**src/rtl/smart_traffic_light.sv**
```systemverilog
// Highway/local intersection controller with car-count driven
// left-turn and local phases and a registered phase countdown.
module smart_traffic_light #(
  parameter int HG_MIN        = 24,
  parameter int Y_TIME        = 4,
  parameter int LEFT_PER_CAR  = 6,
  parameter int LOCAL_PER_CAR = 8
) (
  input  logic       clk,
  input  logic       reset,
  input  logic [2:0] L,
  input  logic [2:0] H,
  output logic [2:0] RYG,
  output logic [3:0] LRYG,
  output logic [4:0] count_out
);

  typedef enum logic [2:0] {
    HG = 3'd0,
    HY = 3'd1,
    HL = 3'd2,
    LG = 3'd3,
    LY = 3'd4
  } state_t;

  localparam logic [4:0] HG_LD = 5'(HG_MIN - 1);
  localparam logic [4:0] Y_LD  = 5'(Y_TIME - 1);

  state_t     state;
  state_t     state_nx;
  logic [4:0] count_nx;
  logic [1:0] n_l;
  logic [1:0] n_h;
  logic       done;
  logic [4:0] left_ld;
  logic [4:0] local_ld;

  function automatic logic [1:0] pop3(input logic [2:0] v);
    return 2'(v[0]) + 2'(v[1]) + 2'(v[2]);
  endfunction

  assign n_l      = pop3(L);
  assign n_h      = pop3(H);
  assign done     = (count_out == 5'd0);
  assign left_ld  = 5'(LEFT_PER_CAR * int'(n_h) - 1);
  assign local_ld = 5'(LOCAL_PER_CAR * int'(n_l) - 1);

  always_ff @(posedge clk) begin
    if (!reset) begin
      state     <= HG;
      count_out <= HG_LD;
    end else begin
      state     <= state_nx;
      count_out <= count_nx;
    end
  end

  always_comb begin
    state_nx = state;
    count_nx = count_out - 5'd1;
    unique case (state)
      HG: begin
        if (done) begin
          count_nx = 5'd0;
          if (n_l != 2'd0 || n_h != 2'd0) begin
            state_nx = HY;
            count_nx = Y_LD;
          end
        end
      end
      HY: begin
        if (done) begin
          if (n_h != 2'd0) begin
            state_nx = HL;
            count_nx = left_ld;
          end else if (n_l != 2'd0) begin
            state_nx = LG;
            count_nx = local_ld;
          end else begin
            state_nx = HG;
            count_nx = HG_LD;
          end
        end
      end
      HL: begin
        if (done) begin
          if (n_l != 2'd0) begin
            state_nx = LG;
            count_nx = local_ld;
          end else begin
            state_nx = HG;
            count_nx = HG_LD;
          end
        end
      end
      LG: begin
        if (done) begin
          state_nx = LY;
          count_nx = Y_LD;
        end
      end
      LY: begin
        if (done) begin
          state_nx = HG;
          count_nx = HG_LD;
        end
      end
      default: begin
        state_nx = HG;
        count_nx = HG_LD;
      end
    endcase
  end

  // An illegal encoding shows highway-green lamps until it recovers.
  always_comb begin
    RYG  = 3'b001;
    LRYG = 4'b0100;
    unique case (state)
      HG: begin
        RYG  = 3'b001;
        LRYG = 4'b0100;
      end
      HY: begin
        RYG  = 3'b010;
        LRYG = 4'b0100;
      end
      HL: begin
        RYG  = 3'b100;
        LRYG = 4'b1100;
      end
      LG: begin
        RYG  = 3'b100;
        LRYG = 4'b0001;
      end
      LY: begin
        RYG  = 3'b100;
        LRYG = 4'b0010;
      end
      default: begin
        RYG  = 3'b001;
        LRYG = 4'b0100;
      end
    endcase
  end

endmodule

```
**config.mk**
```make
export PLATFORM = sky130hd
export DESIGN_NAME = smart_traffic_light
export DESIGN_NICKNAME = d
export VERILOG_FILES = /design/src/rtl/smart_traffic_light.sv
export SDC_FILE = /design/constraint.sdc
export NUM_CORES = 1
export LEC_CHECK = 0
export BUFFER_PORTS_ARGS = -buffer_cell sky130_fd_sc_hd__buf_2
export CAP_MARGIN = 20
export CORE_MARGIN = 2
export CORE_UTILIZATION = 53
export DETAILED_ROUTE_END_ITERATION = 7
export PLACE_DENSITY = 0.88
export SETUP_SLACK_MARGIN = 0.05
export SYNTH_ARGS = -nofsm -noshare
export SYNTH_HDL_FRONTEND = slang
export SYNTH_SLANG_ARGS = --single-unit
```
**constraint.sdc**
```tcl
create_clock -name clk -period 4.84 [get_ports clk]
set_input_delay 0.726 -clock clk [delete_from_list [all_inputs] [get_ports clk]]
set_output_delay 0.726 -clock clk [all_outputs]
set_load 0.02 [all_outputs]
```
# == Word-level counts from Yosys, hierarchy flattened ==
# Index checks and enable logic that the tools add are counted.
# word_totals
out_inout_bits,12
in_bits,8
register_bits,8
# op_classes
multipliers,1
reduce_logical,7
muxes,20
addsub,7
n_eq_ne,10
# ops
cell,count
$mux 5,7
$pmux 5 s5,1
$mux 3,6
$pmux 3 s5,1
$sub 5x1->5 const B,3
$ne 2x2->1 const B,6
$pmux 4 s3,1
$eq 3x2->1 const B,2
$mux 2,3
$pmux 3 s2,1
$reduce_and 6->1,1
$logic_not 5->1,1
$add 1x1->2,2
$add 2x1->2,2
$mul 2x2->4 const A,1
$reduce_bool 2->1,2
$eq 3x1->1 const B,1
$eq 3x3->1 const B,1
$logic_not 3->1,1
$reduce_or 3->1,1
$logic_or 1x1->1,1

# == Depth between registers and ports, before layout ==
# Gate-level depths: netlist of the first run.
# logic_depth
word_depth,7
mapped_depth,6
ltp_nobuf,6

# == Worst setup path before layout of the first run ==
# Ideal clock, no wire load.
# synth_path
kind,input -> register
start,input port H[0]
end,register count_out[1]
setup_slack_ns,2.452
required_ns,4.721
path_stages,6
arrival_ns,2.269
cell_sequence,inv_1 fa_1 ha_1 or4bb_1 a211oi_2 o21ai_1
# synth_via
elab_chain_len,7
word_cells_on_any_way,11
classes_between,add/sub: 3; mul: 1; mux: 5; reduce/logical: 2
# synth_rtl
element,line_no,rtl
"start, declared",12,"input logic [2:0] H,"
$add 1x1->2 *,39,return 2'(v[0]) + 2'(v[1]) + 2'(v[2]);
$add 2x1->2 *,39,
$mul 2x2->4 or $reduce_bool 2->1 (tied branches),"45, 65, 73",
$sub 5x1->5 or $logic_or 1x1->1 (tied branches),"45, 65",
$mux 5 or $mux 2 (tied branches),"73, 65",
"$mux 5, on equally long branches","72, 63",
$pmux 5 s5 *,61,unique case (state)
"end signal, assigned",54,count_out <= count_nx;
"end, declared",15,output logic [4:0] count_out
# Every way passes the cells marked *; elsewhere a longest branch is shown, timed or not.
# A chain may end at the register's enable or synchronous reset.

# == Worst setup path after layout of the first run ==
# layout_path
start,input port H[0]
end,register count_out[4]
# layout_via
elab_chain_len,7
word_cells_on_any_way,8
classes_between,add/sub: 3; mul: 1; mux: 3; reduce/logical: 1
# layout_rtl
element,line_no,rtl
$add 1x1->2 *,39,
$add 2x1->2 *,39,
$mul 2x2->4,45,assign left_ld = 5'(LEFT_PER_CAR * int'(n_h) - 1);
$sub 5x1->5,45,
$mux 5 *,73,if (n_h != 2'd0) begin
$mux 5 *,72,if (done) begin
$pmux 5 s5 *,61,
# Marks and branches as above.

==> results.md, run 1 <==
- Status: finished clean
- Slowest CP cell: fa_1
- Final cell count without fillers: 114
- Power per cell area: 211.5 nW/um^2
- Reg clk slew, reported paths: 0.06 ns
- RR Startpoint: count_out[0]
- Layout cell share with drive strength beyond 1: 0.3030
- Core area: 1269 sq um
- Row cnt: 13
- Register area share after synthesis: 0.2282
- Most frequent cells in the layout: buf_2, inv_1, dfxtp_1
- Die Ht: 40.39 um
- Synth async-reset ratio: 0
- Yosys warnings: 0
- Post_cts resized: 0
- Commonest non-fill, non-tap cell in the layout: buf_2
- Num CTS Buffers: 3
- CTS tree: done
- CP Capture Type: register
- Residual DRC: 0
- Die area: 1631 sq um
- Die width: 40.39 um
- Post-DP HPWL: 1216 um
- Final Critical Period: 2.339 ns
- Most used DFF post-synth: dfxtp_1
- WL final: 1665 um
- Routed WL per cell: 14.61 um
- Min-Delay Startpoint: count_out[4]
- Crit-path cells: buf_2, inv_1, fa_1, ha_1, nor4bb_1, o21ai_0, a32oi_1
- Arrival time at the worst endpoint: 2.53 ns
- Diodes inserted: 0
- Hold-fix buffers, CTS: 0
- Clk_lat worst skew: 0.27 ns
- DRT Pass-1 Iters: 5
- Synthesized Nets: 95
- Avg Cell Area, Syn: 8.666 sq um
- GRT Total Usage: 0.2457
- DR vias: 689
- Worst-path maximum fanout: 4
- Fin Setup TNS: 0 ns
- Vias in the first global route: 585
- Starting Density: 0.5533
- Critical path class: in -> reg
- Mapped cell area: 701.9 sq um
- Pins Over Slew Limit: 0
- FMAX: 0.4276 GHz
- Clk buf depth: 2
- Post-route ant nets: 0
- Synth cell types: 42
- Setup Viol. Count Final: 0
- Area growth syn-to-layout: 15.86%
- Static leakage: 0.3672 nW
- Tcrit/Tclk final: 0.4832
- Post-Syn Instances: 81
- Synthesized flop and latch total: 8
- Worst setup startpoint: H[0]
- Vias per cell: 6.044
- Initial antenna violation count: 0
- Yosys top cell area share: 0.2282
- Global-route wire length before repair: 2546 um
- EDFF count, synth: 0
- Hold Path Class: reg -> reg
- Max rail drop VDD: 0.00009981 V
- Slowest Stage Delay on Critical Path: 0.58 ns
- I/O Buffers: 19
- Dpl cells: 111
- Worst rel slew slack: 0.5845
- IO Pins: 20
- Final Hold Fails: 0
- Yosys top cell by area: dfxtp_1
- Top post-synthesis cells by area: dfxtp_1, ha_1, fa_1
- DRT iter0 DRCs: 13
- Global route overflow: 0
- Final nets: 115
- Final Skew: 0.004769 ns
- H-tree Lvls: 1
- Pin count of the biggest net entering global routing: 17
- Worst path required time: 5.04 ns
- Unrepaired setup endpoints after global routing: false
- Worst-margin pin slew: 0.6216 ns
- Max-Cap Viols: 0
- Gpl congestion: 0.7878
- CTS root buf: clkbuf_4
- CTS Sinks: 8
- Worst setup SP type: input port
- Setup Fix Bufs, Post-CTS: 0
-- cell usage after synthesis, types with 2 or more instances --
| cell | n |
|---|---|
| inv_1 | 10 |
| dfxtp_1 | 8 |
| ha_1 | 4 |
| nand2_1 | 4 |
| o21ai_0 | 4 |
| a21oi_1 | 3 |
| nor2_1 | 3 |
| nor2b_1 | 3 |
| o21ai_1 | 3 |
| and2_1 | 2 |
| buf_2 | 2 |
| fa_1 | 2 |
| nand2b_1 | 2 |
| nand3_1 | 2 |
| nor3b_1 | 2 |
-- logic make-up (layout without fill, tap and decap cells) --
| logic type | after synthesis | in the layout | synth area share |
|---|---|---|---|
| AND/OR/NAND/NOR | 30 | 30 | 0.2923 |
| AO/OA/AOI/OAI | 21 | 21 | 0.2335 |
| buffers and inverters | 14 | 32 | 0.08913 |
| flip-flops | 8 | 8 | 0.2282 |
| adder cells (fa/ha/maj) | 6 | 6 | 0.1283 |
| XOR/XNOR | 1 | 1 | 0.01248 |
| multiplexers | 1 | 1 | 0.01604 |
-- final timing paths --
check                 endpoint  slack (ns)  cells after the start
hold / removal    count_out[4]        0.56                      2
setup reg to reg  count_out[2]        3.05                      5
setup / recovery  count_out[4]        2.50                      7
hold reg to reg   count_out[4]        0.56                      2
-- sequential cells by signal, indices dropped and copies added (netlist names) --
name       flops
count_out      5
state          3
-- metal layers --
| metal | part of all wire | routed length, um | track usage |
|---|---|---|---|
| met1 | 0.40 | 673 | 0.2676 |
| met2 | 0.47 | 787 | 0.4365 |
| met3 | 0.091 | 151 | 0.05556 |
| met4 | 0.031 | 52 | 0.1250 |
| met5 | 0 | 0 | 0 |
-- final cells by class --
class | instances | area (sq um)
Multi-Input combinational cell | 59 | 479.2
Inverter | 10 | 37.54
Sequential cell | 8 | 160.2
Clock buffer | 3 | 22.52
Timing Repair Buffer | 19 | 95.09
Tap cell | 15 | 18.77
Fill cell | 110 | 455.4
-- critical path, delay by kind of cell --
kind	cells	cell delay [ns]
adder cells (fa/ha/maj)	2	0.81
AND/OR/NAND/NOR	1	0.49
AO/OA/AOI/OAI	2	0.37
buffers and inverters	2	0.13
-- power by group --
part	internal [mW]	leakage [nW]	switching [mW]
clock	0.0288	0.0138	0.0282
combinational	0.0179	0.288	0.0216
sequential	0.0701	0.0654	0.00535
-- through the flow --
step | area [sq um] | power, mW | hold WS [ns] | util | setup slack, ns
finish | 813.3 | 0.1720 | 0.5575 | 0.6410 | 2.501
floorplan | 701.9 | 0.1034 | 0.5886 | - | 2.452
CTS | 813.3 | 0.1709 | 0.5622 | 0.6410 | 2.537
global route | 813.3 | 0.1791 | 0.5915 | 0.6410 | 2.410
global placement | 790.8 | 0.1140 | 0.5344 | 0.6233 | 2.333
detailed placement | 790.8 | 0.1162 | 0.5507 | 0.6233 | 2.263
Note: power is estimated with default switching activity, not from simulation.
==> inputs of run 2 (changes only) <==
- ABC_AREA: default -> 1
- CORE_UTILIZATION: 53 -> 46
- PLACE_DENSITY: 0.88 -> 0.81
- clock period: 4.84 -> 2 ns (I/O delays scaled with it)
==> results.md, run 2 <==
- EDFF count, synth: 0 (unchanged)
- Top post-synthesis cells by area: dfxtp_1, nand2_1, inv_1
- Pins Over Slew Limit: 0 (unchanged)
- Die width: 44.27 um (+9.6%)
- Top-count cell post-synth: nand2_1
- Initial antenna violation count: 0 (unchanged)
- CTS Sinks: 8 (unchanged)
- Unrepaired setup endpoints after global routing: false
- Yosys warnings: 0 (unchanged)
- Register area: 160.2 sq um (unchanged)
- Tcrit/Tclk final: 0.9012
- Post-route ant nets: 0 (unchanged)
- Highest Signal Layer: met4
- Worst path required time: 1.70 ns (-3.34 ns)
- Post-DP HPWL: 1306 um (+7.5%)
- Static leakage: 0.5005 nW (+36%)
- I/O Buffers: 19 (unchanged)
- WL met3: 74 um (-51%)
- Vias in the first global route: 690 (+18%)
- M1 WL: 715 um (+6.2%)
- Hold-fix buffers, CTS: 0 (unchanged)
- Top reg by flops: count_out
- Worst rel slew slack: 0.7330 (+0.1485)
- DR vias: 754 (+9.4%)
- Synthesized Nets: 129 (+36%)
- Commonest non-fill, non-tap cell in the layout: nand2_1
- Worst-margin pin slew: 0.4000 ns (-0.2216 ns)
- Multi-input gate area: 478.0 sq um (-0.26%)
- Mapped cell area: 745.7 sq um (+6.2%)
- Starting Density: 0.4950 (-0.05824)
- CP Capture Type: output pin
- Clk buf depth: 2 (unchanged)
- Num CTS Buffers: 3 (unchanged)
- Largest register FFs: 5 (unchanged)
- H-tree Lvls: 1 (unchanged)
- Reg clk slew, reported paths: 0.06 ns (about the same)
- DRT iter0 DRCs: 12 (-1)
- Die Ht: 44.27 um (+9.6%)
- Hold Path Class: in -> reg
- Synth async-reset ratio: 0 (unchanged)
- Most instantiated cells after synthesis: nand2_1, inv_1, nand3_1, nor2_1, dfxtp_1
- Max-Cap Viols: 0 (unchanged)
- Residual DRC: 0 (unchanged)
- Fill cells: 165 (+50%)
- Global-route wire length before repair: 2704 um (+6.2%)
- Most used DFF post-synth: dfxtp_1
- Register area share after synthesis: 0.2148 (-0.01340)
- Design Area, Final: 872.1 sq um (+7.2%)
- Synthesized flop and latch total: 8 (unchanged)
- Fin Setup TNS: 0 ns (unchanged)
- Biggest regs: count_out (5), state (3)
- Post_cts resized: 0 (unchanged)
- Yosys top cell area share: 0.2148 (-0.01340)
- Global route overflow: 0 (unchanged)
- Arrival time at the worst endpoint: 1.50 ns (-1.03 ns)
- Yosys top cell by area: dfxtp_1
- Post-Syn Instances: 115 (+42%)
- Final Hold Fails: 0 (unchanged)
- Final Util: 0.5789 (-0.06212)
- Max rail drop VDD: 0.0002075 V (+110%)
- DRT Pass-1 Iters: 4 (-1)
- Setup Fix Bufs, Post-CTS: 0 (unchanged)
- Diodes inserted: 0 (unchanged)
- Vias per cell: 4.961 (-18%)
- Setup Viol. Count Final: 0 (unchanged)
- Die area: 1959 sq um (+20%)
- Row cnt: 14 (+1)
- WL final: 1584 um (-4.9%)
- Clk_lat worst skew: 0.27 ns (about the same)
- Final Skew: 0.004728 ns (-0.00004100 ns)
- Final Critical Period: 1.802 ns
- Routed wl met2: 781 um (-0.76%)
- Worst-path maximum fanout: 8 (+4)
- Final nets: 152 (+32%)
- CTS root buf: clkbuf_4
- GRT Total Usage: 0.1889 (-0.05684)
- Gpl congestion: 0.8832 (+12%)
- Status: finished clean
- Core area: 1506 sq um (+19%)
- CTS tree: done
- Worst setup SP type: register
- Layout cell share with drive strength beyond 1: 0.2941 (-0.008913)
- FMAX: 0.5548 GHz
- Critical path class: reg -> out
- Power per cell area: 475.8 nW/um^2 (+120%)
- Synth cell types: 21 (-50%)
- Area growth syn-to-layout: 16.95%
- IO Pins: 20 (unchanged)
- Area after DPL: 849.6 sq um (+7.4%)
- Avg Cell Area, Syn: 6.484 sq um (-25%)
- Pin count of the biggest net entering global routing: 9 (-8)
- Most frequent cells in the layout: nand2_1, inv_1, buf_2
- Routed WL per cell: 10.42 um (-29%)
-- run 2: changes by cell type after synthesis, moves of 3 or more --
cell / before / now
inv_1: 10 / 19
nand4_1: 0 / 3
nor2_4: 0 / 3
nand3_1: 2 / 10
nor2_1: 3 / 10
nand2_1: 4 / 28
nor2b_1: 3 / 0
nand2_2: 0 / 3
inv_2: 0 / 5
-- run 2: worst max-delay path, cell delays in order (launching register included) --
cell and delay (ns):
dfxtp_1 0.56, inv_4 0.10, nand3_2 0.12, nand2_2 0.09
nor2_4 0.10, inv_2 0.04, nor2_1 0.07, buf_2 0.16
-- run 2: layout make-up --
cell class,count,share of cell area
sequential,8,0.1836
tap,16,0.02296
timing repair buffer,19,0.1090
clock buffer,3,0.02582
inverter,25,0.1105
multi-input combinational,81,0.5481
-- run 2: worst paths after layout --
| kind | start | endpoint | slack, ns | depth (start not counted) |
|---|---|---|---|---|
| worst max register to register | count_out[0] | count_out[3] | 0.65 | 7 |
| worst min-delay path | reset | state[1] | 0.28 | 3 |
| worst min register to register | count_out[0] | count_out[0] | 0.53 | 3 |
| worst max-delay path | state[2] | RYG[0] | 0.20 | 7 |
-- run 2: power by group --
group          switching [mW]  leakage, nW  internal (mW)
Clock                  0.0632       0.0138         0.0692
Combinational          0.0660        0.421         0.0419
Sequential            0.00653       0.0654          0.168
Total                   0.136        0.501          0.279
-- run 2: metrics by stage --
stage / instances / setup WS, ns / total power [mW] / hold WS [ns]
5_1_grt: 152 / 0.1225 / 0.4421 / 0.2925
3_3_place_gp: 149 / 0.1400 / 0.2816 / 0.4992
3_5_place_dp: 149 / 0.07982 / 0.2852 / 0.5152
6_report: 152 / 0.1975 / 0.4149 / 0.2785
4_1_cts: 152 / 0.1913 / 0.4203 / 0.2724
2_1_floorplan: 115 / 0.2941 / 0.2556 / 0.4207
-- run 2: cell families after synthesis --
logic type	after synthesis	share of synthesized area
AND/OR/NAND/NOR	62	0.4128
buffers and inverters	26	0.1443
AO/OA/AOI/OAI	12	0.09563
flip-flops	8	0.2148
adder cells (fa/ha/maj)	6	0.1208
XOR/XNOR	1	0.01175
-- run 2: layer usage --
| metal | global-route usage | up-vias |
|---|---|---|
| met4 | 0.07273 | 0 |
| met2 | 0.3235 | 17 |
| met3 | 0.07347 | 2 |
| met5 | 0 | - |
| li1 | - | 396 |
| met1 | 0.2095 | 339 |
